`config.mk`:
```
export PLATFORM = sky130hd
export DESIGN_NAME = pll_lock_sequencer_flat
export DESIGN_NICKNAME = d
export VERILOG_FILES = /design/src/rtl/pll_lock_sequencer_if.sv /design/src/rtl/pll_lock_sequencer.sv /design/src/flat_wrapper.sv
export SDC_FILE = /design/constraint.sdc
export NUM_CORES = 1
export LEC_CHECK = 0
export BUFFER_PORTS_ARGS = -buffer_cell sky130_fd_sc_hd__buf_2
export CORE_MARGIN = 5
export CORE_UTILIZATION = 40
export CTS_BUF_LIST = sky130_fd_sc_hd__clkbuf_16
export CTS_CLUSTER_DIAMETER = 50
export DETAILED_ROUTE_END_ITERATION = 8
export GPL_TIMING_DRIVEN = 0
export PLACE_DENSITY_LB_ADDON = 0.25
export SYNTH_ARGS = -nofsm -noshare
export SYNTH_HDL_FRONTEND = slang
export SYNTH_SLANG_ARGS = --single-unit
```
`constraint.sdc`:
```
create_clock -name refclk -period 1.9 [get_ports refclk]
set_input_delay 0.57 -clock refclk [delete_from_list [all_inputs] [get_ports refclk]]
set_output_delay 0.57 -clock refclk [all_outputs]
set_load 0.01 [all_outputs]
```
`src/rtl/pll_lock_sequencer_if.sv`:
```
// Signal bundle between the PLL lock sequencer and its surroundings.
// master drives lock/relock and observes the reset outputs; slave is the sequencer side.
interface pll_lock_sequencer_if;
  logic       locked;
  logic       relock_req;
  logic       pll_rst;
  logic       periph_rst_n;
  logic       core_rst_n;
  logic       ready;
  logic       fault;
  logic [3:0] retries;

  modport master (
    output locked, relock_req,
    input  pll_rst, periph_rst_n, core_rst_n, ready, fault, retries
  );

  modport slave (
    input  locked, relock_req,
    output pll_rst, periph_rst_n, core_rst_n, ready, fault, retries
  );
endinterface

```
`src/rtl/pll_lock_sequencer.sv`:
```
// PLL reset/lock sequencer: pulses the PLL reset, qualifies lock, releases the
// peripheral then core reset domains, and recovers from lock loss, timeouts and relock requests.
//
// state       | meaning
// ------------+-------------------------------------------------------------
// S_PLL_RST   | PLL held in reset for RESET_CYCLES
// S_WAIT_LOCK | waiting for LOCK_STABLE_CYCLES of steady lock, bounded by LOCK_TIMEOUT
// S_STAGE     | peripheral domain released, core held for STAGE_GAP cycles
// S_RUN       | all domains released
// S_FAULT     | retries exhausted, PLL held in reset until relock_req
module pll_lock_sequencer #(
  parameter int RESET_CYCLES       = 16,
  parameter int LOCK_STABLE_CYCLES = 1024,
  parameter int LOCK_TIMEOUT       = 65536,
  parameter int STAGE_GAP          = 16,
  parameter int MAX_RETRIES        = 3
) (
  input logic                  refclk,
  input logic                  rst_n,
  pll_lock_sequencer_if.slave  bus
);

  localparam int RW = (RESET_CYCLES > 1)       ? $clog2(RESET_CYCLES)       : 1;
  localparam int SW = (LOCK_STABLE_CYCLES > 1) ? $clog2(LOCK_STABLE_CYCLES) : 1;
  localparam int TW = (LOCK_TIMEOUT > 1)       ? $clog2(LOCK_TIMEOUT)       : 1;
  localparam int GW = (STAGE_GAP > 1)          ? $clog2(STAGE_GAP)          : 1;

  localparam logic [RW-1:0] RST_LAST    = RW'(RESET_CYCLES - 1);
  localparam logic [SW-1:0] STABLE_LAST = SW'(LOCK_STABLE_CYCLES - 1);
  localparam logic [TW-1:0] TO_LAST     = TW'(LOCK_TIMEOUT - 1);
  localparam logic [GW-1:0] GAP_LAST    = GW'(STAGE_GAP - 1);
  localparam logic [3:0]    MAX_R       = 4'(MAX_RETRIES);

  typedef enum logic [2:0] {
    S_PLL_RST,
    S_WAIT_LOCK,
    S_STAGE,
    S_RUN,
    S_FAULT
  } state_t;

  state_t        state;
  state_t        state_nxt;
  logic          sync1;
  logic          lock_s;
  logic [RW-1:0] rst_cnt;
  logic [SW-1:0] stable_cnt;
  logic [TW-1:0] to_cnt;
  logic [GW-1:0] gap_cnt;
  logic [3:0]    retries_q;
  logic [3:0]    retries_nxt;
  logic          pll_rst_q;
  logic          periph_rst_n_q;
  logic          core_rst_n_q;
  logic          ready_q;
  logic          fault_q;

  // Lock completion is checked before timeout so a lock on the last cycle still counts.
  always_comb begin
    state_nxt   = state;
    retries_nxt = retries_q;
    case (state)
      S_PLL_RST: begin
        if (rst_cnt == RST_LAST) state_nxt = S_WAIT_LOCK;
      end
      S_WAIT_LOCK: begin
        if (lock_s && (stable_cnt == STABLE_LAST)) begin
          state_nxt = S_STAGE;
        end else if (to_cnt == TO_LAST) begin
          retries_nxt = retries_q + 4'd1;
          state_nxt   = ((retries_q + 4'd1) == MAX_R) ? S_FAULT : S_PLL_RST;
        end
      end
      S_STAGE: begin
        if (!lock_s) begin
          state_nxt = S_PLL_RST;
        end else if (gap_cnt == GAP_LAST) begin
          state_nxt   = S_RUN;
          retries_nxt = 4'd0;
        end
      end
      S_RUN: begin
        if (!lock_s || bus.relock_req) state_nxt = S_PLL_RST;
      end
      S_FAULT: begin
        if (bus.relock_req) begin
          state_nxt   = S_PLL_RST;
          retries_nxt = 4'd0;
        end
      end
      default: state_nxt = S_PLL_RST;
    endcase
  end

  // Outputs are decoded from the next state so they switch on the same edge as the state.
  always_ff @(posedge refclk) begin
    if (!rst_n) begin
      state          <= S_PLL_RST;
      sync1          <= 1'b0;
      lock_s         <= 1'b0;
      rst_cnt        <= '0;
      stable_cnt     <= '0;
      to_cnt         <= '0;
      gap_cnt        <= '0;
      retries_q      <= 4'd0;
      pll_rst_q      <= 1'b1;
      periph_rst_n_q <= 1'b0;
      core_rst_n_q   <= 1'b0;
      ready_q        <= 1'b0;
      fault_q        <= 1'b0;
    end else begin
      sync1     <= bus.locked;
      lock_s    <= sync1;
      state     <= state_nxt;
      retries_q <= retries_nxt;
      if (state_nxt != state) begin
        rst_cnt    <= '0;
        stable_cnt <= '0;
        to_cnt     <= '0;
        gap_cnt    <= '0;
      end else begin
        case (state)
          S_PLL_RST:   rst_cnt <= rst_cnt + RW'(1);
          S_WAIT_LOCK: begin
            to_cnt     <= to_cnt + TW'(1);
            stable_cnt <= lock_s ? (stable_cnt + SW'(1)) : '0;
          end
          S_STAGE:     gap_cnt <= gap_cnt + GW'(1);
          default:     ;
        endcase
      end
      pll_rst_q      <= (state_nxt == S_PLL_RST) || (state_nxt == S_FAULT);
      periph_rst_n_q <= (state_nxt == S_STAGE) || (state_nxt == S_RUN);
      core_rst_n_q   <= (state_nxt == S_RUN);
      ready_q        <= (state_nxt == S_RUN);
      fault_q        <= (state_nxt == S_FAULT);
    end
  end

  assign bus.pll_rst      = pll_rst_q;
  assign bus.periph_rst_n = periph_rst_n_q;
  assign bus.core_rst_n   = core_rst_n_q;
  assign bus.ready        = ready_q;
  assign bus.fault        = fault_q;
  assign bus.retries      = retries_q;

endmodule

```
`src/flat_wrapper.sv`:
```
// flat-port wrapper written by rule: the top's interface ports become plain ports
module pll_lock_sequencer_flat 
#(
  parameter int RESET_CYCLES       = 16,
  parameter int LOCK_STABLE_CYCLES = 1024,
  parameter int LOCK_TIMEOUT       = 65536,
  parameter int STAGE_GAP          = 16,
  parameter int MAX_RETRIES        = 3
)
  (refclk, rst_n, bus_locked, bus_relock_req, bus_pll_rst, bus_periph_rst_n, bus_core_rst_n, bus_ready, bus_fault, bus_retries);
  pll_lock_sequencer_if bus_i ();
  input logic refclk;
  input logic rst_n;
  input wire logic [$bits(bus_i.locked)-1:0] bus_locked;
  input wire logic [$bits(bus_i.relock_req)-1:0] bus_relock_req;
  output wire logic [$bits(bus_i.pll_rst)-1:0] bus_pll_rst;
  output wire logic [$bits(bus_i.periph_rst_n)-1:0] bus_periph_rst_n;
  output wire logic [$bits(bus_i.core_rst_n)-1:0] bus_core_rst_n;
  output wire logic [$bits(bus_i.ready)-1:0] bus_ready;
  output wire logic [$bits(bus_i.fault)-1:0] bus_fault;
  output wire logic [$bits(bus_i.retries)-1:0] bus_retries;
  assign bus_i.locked = bus_locked;
  assign bus_i.relock_req = bus_relock_req;
  assign bus_pll_rst = bus_i.pll_rst;
  assign bus_periph_rst_n = bus_i.periph_rst_n;
  assign bus_core_rst_n = bus_i.core_rst_n;
  assign bus_ready = bus_i.ready;
  assign bus_fault = bus_i.fault;
  assign bus_retries = bus_i.retries;
  pll_lock_sequencer #(.RESET_CYCLES(RESET_CYCLES), .LOCK_STABLE_CYCLES(LOCK_STABLE_CYCLES), .LOCK_TIMEOUT(LOCK_TIMEOUT), .STAGE_GAP(STAGE_GAP), .MAX_RETRIES(MAX_RETRIES)) u_core (.refclk(refclk), .rst_n(rst_n), .bus(bus_i));
endmodule
```
== Yosys cells after proc, flatten, opt, wreduce, memory -nomap -nowiden ==
Index checks and enable logic that the tools add are counted.

* Register bits after elaboration: 47
* Input bits: 4
* Output and inout port bits: 9
* Word-level logic and storage cells: 62

* Add/sub/neg operators: 5
* Equality and inequality tests: 18
* Mux-type cells: 16
* Bitwise logic cells: 1
* Reduce and logical (&&, ||, !) cells: 10

{| class="wikitable"
|+ Operator list
! operator !! number
|-
| two-way mux 3 bit || 8
|-
| two-way mux 4 bit || 5
|-
| adder 16 x 1 -> 16 bit, second input constant || 1
|-
| == test 16 bit, second input constant || 1
|-
| one-hot mux 3 bit (5 select lines) || 1
|-
| adder 4 x 1 -> 4 bit, second input constant || 3
|-
| == test 3 x 2 -> 1 bit, second input constant || 4
|-
| one-hot mux 4 bit (3 select lines) || 1
|-
| adder 10 x 1 -> 10 bit, second input constant || 1
|-
| == test 10 bit, second input constant || 1
|-
| two-way mux 10 bit || 1
|-
| == test 4 bit, second input constant || 2
|-
| == test 3 bit, second input constant || 2
|-
| zero test 3 bit || 2
|-
| inequality test 2 x 1 -> 1 bit, second input constant || 3
|-
| AND reduction 6 bit || 1
|-
| == test 4 x 2 -> 1 bit, second input constant || 1
|-
| inequality test 2 bit, second input constant || 2
|-
| == test 3 x 1 -> 1 bit, second input constant || 1
|-
| logical OR 1 bit || 3
|-
| inequality test 3 bit || 1
|-
| nonzero test 3 bit || 1
|-
| OR reduction 2 bit || 1
|-
| logical AND 1 bit || 1
|-
| 2 further kinds || 2
|}

== Longest topological paths before layout ==
Gate-level depths: netlist of run 1.

* Depth in word-level cells: 8
* Mapped depth: 7
* Depth with buffers taken out: 6

== Least setup slack after synthesis of run 1 ==
OpenSTA, ideal clock, no wires.

* Path kind: reg2reg
* Start: reg u_core.stable_cnt[0]
* End: reg u_core.to_cnt[5]
* Library setup time: 115 ps
* Data arrival time: 1730 ps
* Required time: 1785 ps
* Path slack: 56 ps
* Cell stages (with the launch flop): 8
* Buffers on the path: 1
* Clock period less this slack: 1844 ps
* Cells stage by stage: dfxtp_1 ha_1 nand3_1 nor4_1 nor3_1 o2111ai_2 buf_6 nor2_1

* Word-level cells in the longest chain between the ends: 6

{| class="wikitable"
|+ RTL lines
! item !! line !! RTL
|-
| from (decl) || pll_lock_sequencer.sv:47 || <nowiki>logic [SW-1:0] stable_cnt;</nowiki>
|-
| from (signal assigned) || pll_lock_sequencer.sv:126 || <nowiki>stable_cnt <= lock_s ? (stable_cnt + SW'(1)) : '0;</nowiki>
|-
| == test 10 bit || pll_lock_sequencer.sv:67 || <nowiki>if (lock_s && (stable_cnt == STABLE_LAST)) begin</nowiki>
|-
| logical AND 1 bit || pll_lock_sequencer.sv:67 ||
|-
| two-way mux 3 bit || pll_lock_sequencer.sv:67 ||
|-
| one-hot mux 3 bit (5 select lines) || pll_lock_sequencer.sv:62 || <nowiki>case (state)</nowiki>
|-
| inequality test 3 bit || pll_lock_sequencer.sv:116 || <nowiki>if (state_nxt != state) begin</nowiki>
|-
| OR reduction 2 bit (no line) || - ||
|-
| to (signal assigned) || pll_lock_sequencer.sv:125 || <nowiki>to_cnt <= to_cnt + TW'(1);</nowiki>
|-
| to (decl) || pll_lock_sequencer.sv:48 || <nowiki>logic [TW-1:0] to_cnt;</nowiki>
|}

No other way between the ends.
A chain may end at the register's enable or synchronous reset.

== Worst setup path in the final report of run 1 ==
* Start: reg u_core.state[1]
* End: reg u_core.retries_q[1] (netlist: u_core.bus.retries[1])

* Word-level cells in the longest chain between the ends: 3
* Elaborated cells between the ends (all ways): 11
* Those cells by class: 8 x eq/ne; 1 x mux; 2 x reduce/logical

{| class="wikitable"
|+ RTL lines
! item !! line !! RTL
|-
| from (decl) || pll_lock_sequencer.sv:42 || <nowiki>state_t state;</nowiki>
|-
| from (signal assigned) || pll_lock_sequencer.sv:114 || <nowiki>state <= state_nxt;</nowiki>
|-
| == test 3 x 2 -> 1 bit, or another cell as far along || pll_lock_sequencer.sv:62 ||
|-
| inequality test 2 x 1 -> 1 bit (no line), or another cell as far along || - ||
|-
| AND reduction 6 bit (no line) || - ||
|-
| to (signal assigned) || pll_lock_sequencer.sv:115 || <nowiki>retries_q <= retries_nxt;</nowiki>
|-
| to (decl) || pll_lock_sequencer.sv:50 || <nowiki>logic [3:0] retries_q;</nowiki>
|}

Several ways; a longest one is shown, not always the timed one.

==> flow_summary.ini, run 1 <==
[sta]
hold_viol_final = 0
finalMaxSlewViolations = 0
fin_skew_ns = 0.00452
worst_slew_pin_slew_ns = 0.418
slew-limit-headroom_pct = 72.0
fin_setup_tns_ns = 0
setup_viol = 0
finalCriticalPeriod_ns = 1.84
finalCritPeriodShare_pct = 96.9
clock.fmax_mhz = 543

[critical_path]
critPathMaxStageDelay_ns = 0.51
critPathLaunchType = flop
critPathKind = flop to flop
worst-path-buf-inv = 1
path_max_fanout = 8
crit_required_ns = 2.12
end_kind = flop
r2r_slack_ns = 0.06
cp_cell_sequence = buf_6 > or3b_4 > o31ai_4 > o21bai_4 > or4_1 > a21oi_1
cp.arrival_ns = 2.06
slowest_stage = or4_1
crit_family = simple AND/OR/NAND/NOR gates

[synthesis]
synth_top_area_share_pct = 41.0
ys_top_cells_by_area = dfxtp_1, nor2_1, xor2_1
synth_seq_area_share_pct = 41.0
synth_top_area_cell = dfxtp_1
synth_nets = 274
synthDistinctLibCells = 41
ys_ff_latch = 47
avgSynthCellArea_um2 = 8.69
syn_area_um2 = 2290
ys_warn_count = 0
synthCells = 264

[floorplanning]
start_util_pct = 41.4
coreArea_um2 = 5540
rows = 27
die_h_um = 85.7
ioPinCount = 13
die_w_um = 85.7
dieArea_um2 = 7350

[routing]
wl_um = 5010
firstDrtPassIters = 4
routedWlPerCell_um = 13.6
vias_per_cell = 5.22
via_count = 1927
drt_iter0_drc = 131
drt_drc_violations_left = 0
ant_nets = 0

[clocking]
clkTransAtPathRegs_ns = 0.07
cts_hold_buf = 0
numClockSinks = 47
insertion_delay_ns = 0.29
cts_tree = yes
numCtsBuffers = 5
cts-root-buf = clkbuf_16
clockBufferDepth = 2
htree_levels = 2

[pwr]
leakage_nw = 1.13
power_density_nw_per_um2 = 706
power_mw = 2.05
peakVddDrop_mv = 0.601

[place]
dp_hpwl_um = 3180
portBuffers = 12
placed_cell_area_um2 = 2440
gpl.final_weighted_congestion = 0.801

[cells_and_area]
layout-drive-gt1-share_pct = 25.9
layout.nets = 306
post-route-cell-area_um2 = 2900
area_growth_pct = 26.3
num_antenna_cells = 0

[status]
status = complete, no violations

[global_route]
busiest_layer = met2
grt_pass1_vias = 1743
gr-total-overflow = 0
grt_util_met1_pct = 18.3
grt_pass1_wl_um = 8070
track_usage_pct = 13.5
met2_usage_pct = 21.0
antenna_found_initial = 0
gr-usage-met3_pct = 2.98
grt_max_degree = 15

[run]
max_cap_viol_count = 0

[min_path]
hold_path.class = flop to flop
## where the power goes
part	internal [mW]	switching (mW)
clock network	0.614	0.374
registers	0.991	0.00611
logic	0.0272	0.0350
total	1.63	0.415
## state kept, by name, indices dropped and copies added, names as in the netlist
register,cells
u_core.to_cnt,16
u_core.stable_cnt,10
u_core.bus.retries,4
u_core.gap_cnt,4
u_core.rst_cnt,4
u_core.state,3
u_core.bus.core_rst_n,1
u_core.bus.fault,1
u_core.bus.periph_rst_n,1
u_core.bus.pll_rst,1
u_core.lock_s,1
u_core.sync1,1
## cell families after synthesis
family | synth area share [%]
simple gates | 31.7
flops | 41.0
fa+ha+maj | 3.27
mux | 0.872
buf+inv | 4.31
xor+xnor | 9.16
compound gates | 9.65
## cell type report
class	count	area, µm²
inverter	6	22.5
timing repair buffer	25	161
sequential	47	950
clock buffer	5	125
multi-input combinational	201	1410
fill	530	2640
clock inverter	3	38.8
tap	72	90.1
buffer	10	96.3
## repair_timing
item,in CTS,in global routing
endpoints found under the setup margin,40,37
buffers inserted,7,6
resized for setup,12,31
pin swaps,5,12
## stage by stage
step | cells | hold slack, ns | util (%) | setup slack, ns
after detailed placement | 348 | 0.432 | 44.1 | -0.349
final | 369 | 0.443 | 52.3 | 0.0580
after global placement | 348 | 0.430 | 44.1 | -0.352
after floorplan | 264 | 0.412 | - | 0.0557
after CTS | 363 | 0.453 | 48.9 | 0.000846
after global routing | 369 | 0.476 | 52.3 | -0.0359
## Yosys cell counts
master     number
dfxtp_1        47
nor2_1         39
nand2_1        23
a21oi_1        18
xor2_1         13
nand3_1        12
nor3_1         11
o21ai_0        11
xnor2_1        11
nand4_1         9
and3_1          6
ha_1            6
inv_1           6
buf_2           4
or3_1           4
and2_1          3
buf_4           3
buf_6           3
nor3b_1         3
mux2i_1         2
nand2b_1        2
nand3b_1        2
nor2_2          2
nor2b_1         2
nor3_2          2
nor4_1          2
nor4_4          2
o311ai_0        2
or4_1           2
a21o_1          1
a31o_2          1
a41oi_1         1
and3b_1         1
and4_1          1
nand4_4         1
nand4b_1        1
nor3b_4         1
o2111ai_2       1
o21bai_2        1
o31ai_1         1
or3b_4          1
## layer usage
metal / part of all wire (%) / vias up
met5: 0 / -
met1: 49 / 907
met3: 3.3 / 7
met4: 1.6 / 0
li1: - / 984
met2: 46 / 29
## layout by cell type (no fill, tap or decap), types with 2 or more instances in the layout
cell type / netlist / final
a21oi_1: 18 / 17
and2_1: 3 / 3
and3_1: 6 / 5
buf_2: 4 / 14
buf_4: 3 / 15
buf_6: 3 / 4
buf_8: 0 / 2
clkbuf_16: 0 / 5
dfxtp_1: 47 / 42
dfxtp_2: 0 / 4
ha_1: 6 / 4
inv_1: 6 / 6
mux2i_1: 2 / 2
nand2_1: 23 / 23
nand2b_1: 2 / 2
nand3_1: 12 / 9
nand3_2: 0 / 2
nand3b_1: 2 / 2
nand4_1: 9 / 9
nor2_1: 39 / 38
nor2_2: 2 / 2
nor2b_1: 2 / 2
nor3_1: 11 / 8
nor3_2: 2 / 3
nor3_4: 0 / 2
nor3b_1: 3 / 2
nor3b_4: 1 / 2
nor4_4: 2 / 4
o21ai_0: 11 / 10
o311ai_0: 2 / 2
or3_1: 4 / 4
xnor2_1: 11 / 11
xor2_1: 13 / 13
## worst paths after layout
path	to	from	cells past startpoint
min reg2reg	u_core.lock_s	u_core.sync1	1
min	u_core.lock_s	u_core.sync1	1
max reg2reg	u_core.bus.retries[1]	u_core.state[1]	6
max	u_core.bus.retries[1]	u_core.state[1]	6
Power figures use the tool's default switching activity.
==> run 2, diff against run 1 <==
Settings changed: CAP_MARGIN from default to 20, CORE_MARGIN 5 to 3.
Clock period 1.9 ns to 2.3 ns, I/O delays scaled along.
==> flow_summary.ini, run 2 (same netlist as run 1, synthesis figures left out) <==
[min_path]
hold_path.class = flop to flop

[sta]
setup_viol = 0
clock.fmax_mhz = 487
rsz0062_at_grt = false
whs_ns = 0.432
fin_setup_tns_ns = 0
worst_slew_pin_slew_ns = 0.633
finalCritPeriodShare_pct = 89.3
finalMaxSlewViolations = 0
hold_viol_final = 0
slew-limit-headroom_pct = 57.5
finalCriticalPeriod_ns = 2.05
setup_ws_ns = 0.245
fin_skew_ns = 0.00684

[cells_and_area]
area_growth_pct = 15.1
top_register = u_core.to_cnt
post-route-cell-area_um2 = 2640
largest_register_ffs = 16
num_antenna_cells = 0
final_cell_mix = dfxtp_1, nor2_1, nand2_1, a21oi_1, buf_2
final_common_cell = dfxtp_1
layout-drive-gt1-share_pct = 16.3
final_util_pct = 49.5
reg.largest.list = u_core.to_cnt: 16 flops, u_core.stable_cnt: 10 flops
instances_no_fill = 359
n_fill_cell = 532
layout.nets = 298

[routing]
ant_nets = 0
vias_per_cell = 5.15
drt_iter0_drc = 74
firstDrtPassIters = 4
via_count = 1850
drt_drc_violations_left = 0
routedWlPerCell_um = 12.7
wl_um = 4560

[pwr]
peakVddDrop_mv = 0.373
power_density_nw_per_um2 = 591
leakage_nw = 1.02
power_mw = 1.56

[clocking]
insertion_delay_ns = 0.28
numCtsBuffers = 5
cts_tree = yes
numClockSinks = 47
htree_levels = 2
cts-root-buf = clkbuf_16
clkTransAtPathRegs_ns = 0.07
clockBufferDepth = 2

[global_route]
antenna_found_initial = 0
grt_max_degree = 15
track_usage_pct = 15.1
grt_pass1_wl_um = 7930
grt_pass1_vias = 1702
gr-total-overflow = 0

[place]
dpl.cell_count = 346
preCtsSetupSlack_ns = -0.0242
placed_cell_area_um2 = 2440
gpl.final_weighted_congestion = 0.769
portBuffers = 12
dp_hpwl_um = 3170

[critical_path]
crit_required_ns = 2.47
critPathLaunchType = flop
path_max_fanout = 10
end_kind = flop
cp.arrival_ns = 2.23
critPathKind = flop to flop

[floorplanning]
die_w_um = 81.7
die_h_um = 81.7
coreArea_um2 = 5340
start_util_pct = 43.0
rows = 26
ioPinCount = 13
dieArea_um2 = 6680

[status]
status = complete, no violations

[run]
max_cap_viol_count = 0
run 2: cell types whose count changed in the layout (fill, tap and decap cells not counted), sizes merged:
cell / change
buf: -8
bufinv: -1
clkinvlp: +1
run 2: report_power, final:
group          switching, mW  total (mW)  internal [mW]
clock                  0.295       0.690          0.395
combinational         0.0270      0.0467         0.0198
sequential           0.00430       0.824          0.820
run 2: final cells by class:
cell class | count | area [µm²] | share of cell area [%]
Clock buffer | 5 | 125 | 4.74
Timing Repair Buffer | 17 | 97.6 | 3.69
Sequential cell | 47 | 941 | 35.6
Inverter | 6 | 22.5 | 0.853
Tap cell | 70 | 87.6 | 3.32
Multi-Input combinational cell | 201 | 1280 | 48.3
Clock inverter | 3 | 15.0 | 0.568
Buffer | 10 | 76.3 | 2.89
run 2: routing by layer:
layer	global-route usage, %	vias up	share of wire (%)
met5	0	-	0
met4	4.82	0	0.64
met3	3.29	2	2.9
met2	23.6	18	46
met1	20.8	864	51
li1	-	966	-
run 2: final timing paths:
kind	to	slack, ns	depth (start not counted)	from
setup / recovery	u_core.to_cnt[5]	0.25	8	u_core.stable_cnt[0]
hold / removal	u_core.lock_s	0.43	1	u_core.sync1
setup reg to reg	u_core.to_cnt[5]	0.25	8	u_core.stable_cnt[0]
hold reg to reg	u_core.lock_s	0.43	1	u_core.sync1
run 2: what timing repair did:
action	CTS	global route
resized for setup	0	3
pin swaps	1	0
hold buffers	0	0
setup endpoints to repair	18	24
buffers inserted	5	0
run 2: worst max-delay path, stage by stage, from the launching register on:
cell and delay, ns:
dfxtp_1 0.39, ha_1 0.21, nand3_1 0.27, nor4_2 0.39, o21ai_0 0.19, o2111ai_2 0.11
buf_4 0.18, buf_6 0.15, nor2_1 0.05
==> run 3, diff against run 2 <==
Settings changed: RECOVER_POWER from default to 25.
==> flow_summary.ini, run 3 (same netlist as run 1, synthesis figures left out) <==
[pwr]
intPower_mw = 1.23
power_frac_seq_pct = 52.8
swShare_pct = 20.9
pwr-share-clk_pct = 44.2
leakage_nw = 0.978
peakVddDrop_mv = 0.373
power.share.combinational_pct = 3.0
power_density_nw_per_um2 = 594
power.switching_uw = 326

[floorplanning]
die_h_um = 81.7
coreArea_um2 = 5340
ioPinCount = 13
rows = 26
dieArea_um2 = 6680
start_util_pct = 43.0
die_w_um = 81.7

[global_route]
grt_max_degree = 15
grt_pass1_vias = 1702
antenna_found_initial = 0
track_usage_pct = 15.1
gr-total-overflow = 0
grt_pass1_wl_um = 7930

[sta]
fin_skew_ns = 0.00665
finalMaxSlewViolations = 0
setup_ws_ns = 0.241
slew-limit-headroom_pct = 57.5
setup_viol = 0
hold_viol_final = 0
clock.fmax_mhz = 486
fin_setup_tns_ns = 0
worst_slew_pin_slew_ns = 0.633
finalCritPeriodShare_pct = 89.5
finalCriticalPeriod_ns = 2.06
rsz0062_at_grt = false

[critical_path]
critPathLaunchType = flop
cp_cell_sequence = ha_1 > nand3_1 > nor4_2 > o21ai_0 > o2111ai_2 > buf_4 > buf_6 > nor2_1
critPathMaxStageDelay_ns = 0.39
r2r_slack_ns = 0.24
crit_start = u_core.stable_cnt[0]
crit_cells = 8
worst-path-buf-inv = 2
crit_required_ns = 2.47
cp.arrival_ns = 2.23
path_max_fanout = 10
slowest_stage = dfxtp_1
end_kind = flop
timing.rr.end = u_core.to_cnt[5]
crit_path_end = u_core.to_cnt[5]
reg2reg_depth = 8
crit_family = simple AND/OR/NAND/NOR gates
critPathKind = flop to flop
r2r_start = u_core.stable_cnt[0]

[clocking]
cts-root-buf = clkbuf_16
cts_tree = yes
numCtsBuffers = 5
clockBufferDepth = 2
cts_hold_buf = 0
insertion_delay_ns = 0.28
numClockSinks = 47
htree_levels = 2
clkTransAtPathRegs_ns = 0.07

[routing]
via_count = 1854
drt_drc_violations_left = 0
wl_um = 4570
vias_per_cell = 5.16
drt_iter0_drc = 67
ant_nets = 0
routedWlPerCell_um = 12.7
firstDrtPassIters = 4

[cells_and_area]
multi_input_area_um2 = 1280
final_common_cell = dfxtp_1
largest_register_ffs = 16
n_fill_cell = 540
regArea_um2 = 941
area_growth_pct = 14.6
layout.nets = 298
reg.largest.list = u_core.to_cnt: 16 flops, u_core.stable_cnt: 10 flops
num_antenna_cells = 0
final_cell_mix = dfxtp_1, nor2_1, nand2_1, a21oi_1, xor2_1
top_register = u_core.to_cnt
layout-drive-gt1-share_pct = 12.8
instances_no_fill = 359

[place]
gpl.final_weighted_congestion = 0.769
dp_hpwl_um = 3170
dpl.cell_count = 346
preCtsSetupSlack_ns = -0.0242
portBuffers = 12

[run]
max_cap_viol_count = 0

[status]
status = complete, no violations

[min_path]
hold_path.class = flop to flop
run 3: changes by cell type in the layout (fill, tap and decap cells not counted):
cell      delta
and2_0       +1
and2_1       -1
buf_2       -10
clkbuf_1    +10
run 3: repair_timing:
| item | 4_1_cts | 5_1_grt |
|---|---|---|
| endpoints found under the hold margin | 0 | 0 |
| buffers inserted | 5 | 0 |
| setup endpoints to repair | 18 | 24 |
| pin swaps | 1 | 0 |
| gates resized for setup | 0 | 3 |
run 3: area by class of cell:
| class | count | area share (%) |
|---|---|---|
| buffer | 10 | 2.90 |
| clock buffer | 5 | 4.76 |
| inverter | 6 | 0.857 |
| clock inverter | 3 | 0.571 |
| tap | 70 | 3.33 |
| timing repair buffer | 17 | 3.24 |
| sequential | 47 | 35.8 |
| multi-input combinational | 201 | 48.5 |
run 3: layer usage:
| metal | share of wire, % | global-route usage [%] | wire length (µm) |
|---|---|---|---|
| met1 | 51 | 20.8 | 2320 |
| met2 | 45 | 23.6 | 2080 |
| met3 | 3.0 | 3.29 | 137 |
| met4 | 0.63 | 4.82 | 29 |
| met5 | 0 | 0 | 0 |
run 3: worst min path at each step:
stage                       from            end  slack (ns)  cells past startpoint
floorplan           u_core.sync1  u_core.lock_s        0.41                      1
global placement    u_core.sync1  u_core.lock_s        0.43                      1
detailed placement  u_core.sync1  u_core.lock_s        0.42                      1
CTS                 u_core.sync1  u_core.lock_s        0.44                      1
global route        u_core.sync1  u_core.lock_s        0.46                      1
finish              u_core.sync1  u_core.lock_s        0.43                      1
run 3: power groups by stage:
stage               Combinational [mW]  Clock (mW)  Sequential [mW]
CTS                             0.0473       0.719            0.824
global route                    0.0524       0.742            0.825
detailed placement              0.0400           0            0.843
global placement                0.0396           0            0.843
finish                          0.0464       0.690            0.824
floorplan                       0.0270           0            0.842
run 3: through the flow:
stage / hold slack (ns) / power, mW / cell area (µm²) / util, %
global route: 0.461 / 1.62 / 2630 / 49.3
floorplan: 0.412 / 0.869 / 2290 / -
global placement: 0.429 / 0.882 / 2440 / 45.8
detailed placement: 0.420 / 0.883 / 2440 / 45.8
CTS: 0.435 / 1.59 / 2620 / 49.1
finish: 0.432 / 1.56 / 2630 / 49.3
